**config.mk**
```make
export PLATFORM = sky130hd
export DESIGN_NAME = bcd_counter_multi
export DESIGN_NICKNAME = d
export VERILOG_FILES = /design/src/rtl/bcd_counter_multi.sv
export SDC_FILE = /design/constraint.sdc
export NUM_CORES = 1
export LEC_CHECK = 0
export ABC_AREA = 1
export CAP_MARGIN = 20
export CORE_UTILIZATION = 46
export CTS_BUF_LIST = sky130_fd_sc_hd__clkbuf_16
export DETAILED_ROUTE_END_ITERATION = 10
export GPL_TIMING_DRIVEN = 1
export PLACE_DENSITY = 0.88
export SKIP_CTS_REPAIR_TIMING = 1
export SYNTH_ARGS = -nofsm -noshare
export SYNTH_HDL_FRONTEND = slang
export SYNTH_SLANG_ARGS = --single-unit
```
**constraint.sdc**
```tcl
create_clock -name clk -period 1.4 [get_ports clk]
set_clock_uncertainty 0.05 [all_clocks]
set_input_delay 0.14 -clock clk [delete_from_list [all_inputs] [get_ports clk]]
set_output_delay 0.14 -clock clk [all_outputs]
set_load 0.02 [all_outputs]
```
**src/rtl/bcd_counter_multi.sv**
```systemverilog
// Multi-digit BCD up/down counter with clear, load, wrap/saturate and a terminal-count pulse.
// Latency: all outputs registered, one clk edge after the controlling inputs.
// Backpressure: none; downstream stages chain by feeding done into their enable.
module bcd_counter_multi #(
    parameter int DIGITS = 4,
    parameter bit WRAP   = 1'b1
) (
    input  logic                  clk,
    input  logic                  reset,
    input  logic                  enable,
    input  logic                  up_dn,
    input  logic                  clear,
    input  logic                  load,
    input  logic [4*DIGITS-1:0]   load_val,
    output logic [4*DIGITS-1:0]   Q,
    output logic                  done,
    output logic                  load_err
);
    localparam int W = 4 * DIGITS;

    logic [W-1:0] step_val;
    logic [W-1:0] load_dat;
    logic         terminal;
    logic         load_bad;
    logic         carry;
    logic [3:0]   dig;
    logic [3:0]   ld_dig;

    // Ripple the step from digit 0 upward; a carry/borrow out of the top
    // digit means every digit sat at its end value, i.e. the terminal step.
    always_comb begin
        step_val = Q;
        carry    = 1'b1;
        dig      = 4'd0;
        for (int i = 0; i < DIGITS; i++) begin
            dig = Q[4*i +: 4];
            if (carry) begin
                if (up_dn) begin
                    if (dig == 4'd9) begin
                        step_val[4*i +: 4] = 4'd0;
                    end else begin
                        step_val[4*i +: 4] = dig + 4'd1;
                        carry              = 1'b0;
                    end
                end else begin
                    if (dig == 4'd0) begin
                        step_val[4*i +: 4] = 4'd9;
                    end else begin
                        step_val[4*i +: 4] = dig - 4'd1;
                        carry              = 1'b0;
                    end
                end
            end
        end
        terminal = carry;
    end

    // Non-BCD load digits are forced to zero so Q never leaves BCD.
    always_comb begin
        load_dat = '0;
        load_bad = 1'b0;
        ld_dig   = 4'd0;
        for (int i = 0; i < DIGITS; i++) begin
            ld_dig = load_val[4*i +: 4];
            if (ld_dig > 4'd9) begin
                load_bad = 1'b1;
            end else begin
                load_dat[4*i +: 4] = ld_dig;
            end
        end
    end

    always_ff @(posedge clk or posedge reset) begin
        if (reset) begin
            Q        <= '0;
            done     <= 1'b0;
            load_err <= 1'b0;
        end else begin
            done     <= 1'b0;
            load_err <= 1'b0;
            if (clear) begin
                Q <= '0;
            end else if (load) begin
                Q        <= load_dat;
                load_err <= load_bad;
            end else if (enable) begin
                done <= terminal;
                if (!terminal || WRAP) begin
                    Q <= step_val;
                end
            end
        end
    end

endmodule

```
==> results list <==
- Run status: complete, but fails checks
- Failing checks: negative setup slack
- Die boundary height: 63.2 µm
* Clock transition time at the flip-flop clock pins of the worst setup and hold paths: 0.06 ns
- The Yosys step of the flow raised 0 warnings.
* Setup repair after global routing missed its margin: yes
- Wire length per cell after detailed routing: 13.9 µm
- Summed area of non-filler cells in the final layout: 2700 µm²
* Ports placed on the boundary: 40
* Peak supply drop: 0.412 mV
- Share of synthesized cell area in and, or, nand and nor gates: 42.2%
* Delay contributed by the slowest stage of the critical path: 0.42 ns
- Required time of the critical path: 1.48 ns
- Distinct cell type count after synthesis: 34
- CTS placed an instance of sky130_fd_sc_hd__clkbuf_16 at the clock tree root.
- In this run the tightest slew margin relative to its limit is 67.9%.
- The number of nets handed over by synthesis was 286.
- The critical path contains buffers and inverters numbering 2 combined.
- Maximum number of pins on one net before global-route repair: 19
- Drt first-iter violations: 154
- Initial cell density of the core: 49.7%
* Proportion of layout cells with a drive suffix above 1: 27.9%
* Vias in the first global route: 1947
- Multi-input gate area: 1190 µm²
* Total power: 2.26 mW
* Fin worst setup slack: -0.203 ns
- Fraction of met2 tracks used by global routing: 46.1%
- Summed over all layers, the global routing overflow is 0.
- The worst setup path is captured at a flop.
- Most heavily used metal layer in global routing: met2
- Diode count: 0
* Area growth, synth to finish: 56.4%
- Mean number of vias per cell: 5.34
- Summing the areas of all xor and xnor instances in the mapped netlist gives 1.52% of the synthesized area.
- GRT Util Overall: 26.8%
- Worst min-delay path category: in -> async
- Summing all flip-flop and latch instances after layout gives 454 µm².
- Summing over every cut layer, the via total after detailed routing is 2062.
- Number of detailed-routing iterations run before antenna repair: 4
- The analysis attributes to cell leakage a power of 1.54 nW.
- The count of nets left with antenna violations once routing finished came out at 0.
* Met1 routing resource usage after global routing: 34.4%
- HPWL reported at the end of detailed placement: 3860 µm
* Synthesized-area fraction occupied by ao, oa, aoi and oai cells: 15.5%
- CP Launch Type: flop
- Buffers inserted during clock tree synthesis total 3.
* Shortest period the worst path allows: 1.60 ns
* Global-route track usage on met3: 3.26%
- Fin crit share: 114%
- Final routed DRC violation total: 0
- In this run the deepest clock path goes through 2 buffers.
* Port-buffer cells: 39
- After synthesis, the largest family of logic cells by area is simple AND/OR/NAND/NOR gates.
* Number of antenna violations at the first check in global routing: 0
- Summed instance area of the synthesized netlist: 1720 µm²
- Setup violations remaining at the end of the flow were counted as 15.
* CTS tree: built
- Family of cells with the greatest summed delay on the critical path: simple AND/OR/NAND/NOR gates
- Across the run, the number of max-cap violations was 0.
- Global-route wire length before repair: 8530 µm
* Number of hold-slack violations in the final timing report: 0
- Portion of netlist area occupied by mux cells: 0%
- Crit-path slowest cell: sky130_fd_sc_hd__dfrtp_2
* Post-Route WL: 5370 µm
- Averaged over all synthesized cells, the footprint is 6.71 µm².
- Adder and majority gate portion of the synthesized area: 5.08%
- Syn Inst Count: 257
* Rows: 21
- In this run the number of H-tree levels came out at 1.
- The layout has 247 filler cells.
- Weighted congestion at the end of routability-driven global placement: 0.915
- The critical path in this run is classified as reg -> reg.
- Clock Sink Count: 18
- Along the worst path, the maximum fanout reaches 4.
- After detailed placement, the total cell area comes to 2470 µm².
- Count of nets after finishing: 370
- The signal on the critical path passes through inv_4, ha_4, inv_2, nor2_4, nand2_2, nand2_4, nand2_4, o21ai_2, nand2_2, nand2_1, o21ai_1.
- Worst hold margin: 0.169 ns
- Area of the core region: 3470 µm²
- The final number of max-transition violations is 0.
- After synthesis the netlist holds a flip-flop and latch count of 18.
- Data arrival at the endpoint of the critical path: 1.68 ns
- Power per Cell Area: 837 nW/µm²
- Die Width: 63.2 µm
- Floorplan die area: 4000 µm²
* Register area share after synthesis: 26.1%
* Slew @ Worst Pin: 0.476 ns
- Derived from the worst setup path, the maximum achievable clock frequency is 624 MHz.
* Later-pin clock latency in the skew report: 0.25 ns
## metal layers
metal  wire (µm)  share of wire, %
met1        2220                41
met2        2720                51
met3         354               6.6
met4          78               1.5
met5           0                 0
## cell families after synthesis
kind of cell             Yosys count
XOR/XNOR                           3
adder cells (fa/ha/maj)            7
buffers and inverters             38
flip-flops                        18
AO/OA/AOI/OAI                     43
AND/OR/NAND/NOR                  148
## final cells by class
class                   instances  area share, %
flip-flops and latches         18           16.8
clock buffers                   3           2.78
repair buffers                 85           29.2
clock inverters                 1          0.139
well taps                      46           2.13
inverters                      32           4.83
multi-input cells             201           44.0
## placed cells by master, fill, tap and decap left out, types with 5 or more instances in the layout
master,netlist,layout
sky130_fd_sc_hd__dfrtp_1,18,15
sky130_fd_sc_hd__dlymetal6s2s_1,0,18
sky130_fd_sc_hd__nand3_1,34,33
sky130_fd_sc_hd__inv_2,6,7
sky130_fd_sc_hd__nor2_4,4,5
sky130_fd_sc_hd__nand2_1,74,72
sky130_fd_sc_hd__buf_4,1,44
sky130_fd_sc_hd__o21ai_0,12,11
sky130_fd_sc_hd__a21oi_1,10,10
sky130_fd_sc_hd__nor2_1,15,15
sky130_fd_sc_hd__inv_1,24,21
sky130_fd_sc_hd__o211ai_1,5,5
sky130_fd_sc_hd__clkdlybuf4s50_1,0,21
## metrics by stage
step | worst slack (ns) | setup TNS, ns | instances | utilization [%]
CTS | -0.225 | -3.98 | 382 | 73.5
finish | -0.203 | -1.82 | 386 | 77.7
global placement | -0.272 | -3.27 | 378 | 71.2
floorplan | -0.168 | -1.42 | 257 | -
global route | -0.285 | -3.17 | 386 | 77.7
detailed placement | -0.345 | -3.91 | 378 | 71.2
## where the power goes
group	switching (mW)	total, mW	internal, mW
Sequential	0.0845	0.659	0.575
Combinational	0.547	1.01	0.465
Clock	0.205	0.586	0.380
## synthesized netlist by cell type, drive strengths merged
| cell type | n | area share [%] |
|---|---|---|
| a21oi | 12 | 3.9 |
| a31o | 1 | 0.51 |
| a31oi | 4 | 1.5 |
| a41oi | 1 | 0.51 |
| buf | 6 | 2.2 |
| dfrtp | 18 | 26 |
| ha | 7 | 5.1 |
| inv | 32 | 7.3 |
| nand2 | 80 | 19 |
| nand3 | 37 | 12 |
| nand4 | 5 | 2.2 |
| nor2 | 24 | 7.7 |
| nor3 | 2 | 0.87 |
| o211ai | 5 | 2.2 |
| o21ai | 15 | 5.0 |
| o21bai | 1 | 0.44 |
| o22ai | 3 | 1.1 |
| o31ai | 1 | 0.44 |
| xor2 | 3 | 1.5 |
## worst register-to-register path: stages (launching register included)
cell	delay, ns
sky130_fd_sc_hd__dfrtp_2	0.42
sky130_fd_sc_hd__inv_4	0.08
sky130_fd_sc_hd__ha_4	0.13
sky130_fd_sc_hd__inv_2	0.04
sky130_fd_sc_hd__nor2_4	0.09
sky130_fd_sc_hd__nand2_2	0.08
sky130_fd_sc_hd__nand2_4	0.12
sky130_fd_sc_hd__nand2_4	0.07
sky130_fd_sc_hd__o21ai_2	0.15
sky130_fd_sc_hd__nand2_2	0.10
sky130_fd_sc_hd__nand2_1	0.08
sky130_fd_sc_hd__o21ai_1	0.08
## state kept, by name, indices dropped and copies added, names as in the netlist
| signal | cells |
|---|---|
| Q | 16 |
| done | 1 |
| load_err | 1 |
## final timing paths
path                             startpoint                to  slack, ns  cells after the start
min in group clk           Q[6]$_DFFE_PP0P_  Q[6]$_DFFE_PP0P_       0.54                      2
setup / recovery           Q[1]$_DFFE_PP0P_  Q[9]$_DFFE_PP0P_      -0.20                     11
hold / removal                        reset  Q[9]$_DFFE_PP0P_       0.17                      3
hold reg to reg            Q[6]$_DFFE_PP0P_  Q[6]$_DFFE_PP0P_       0.54                      2
max in group asynchronous             reset  Q[0]$_DFFE_PP0P_       0.91                      3
setup reg to reg           Q[1]$_DFFE_PP0P_  Q[9]$_DFFE_PP0P_      -0.20                     11
No activity file was read; power rests on OpenSTA's default activity.
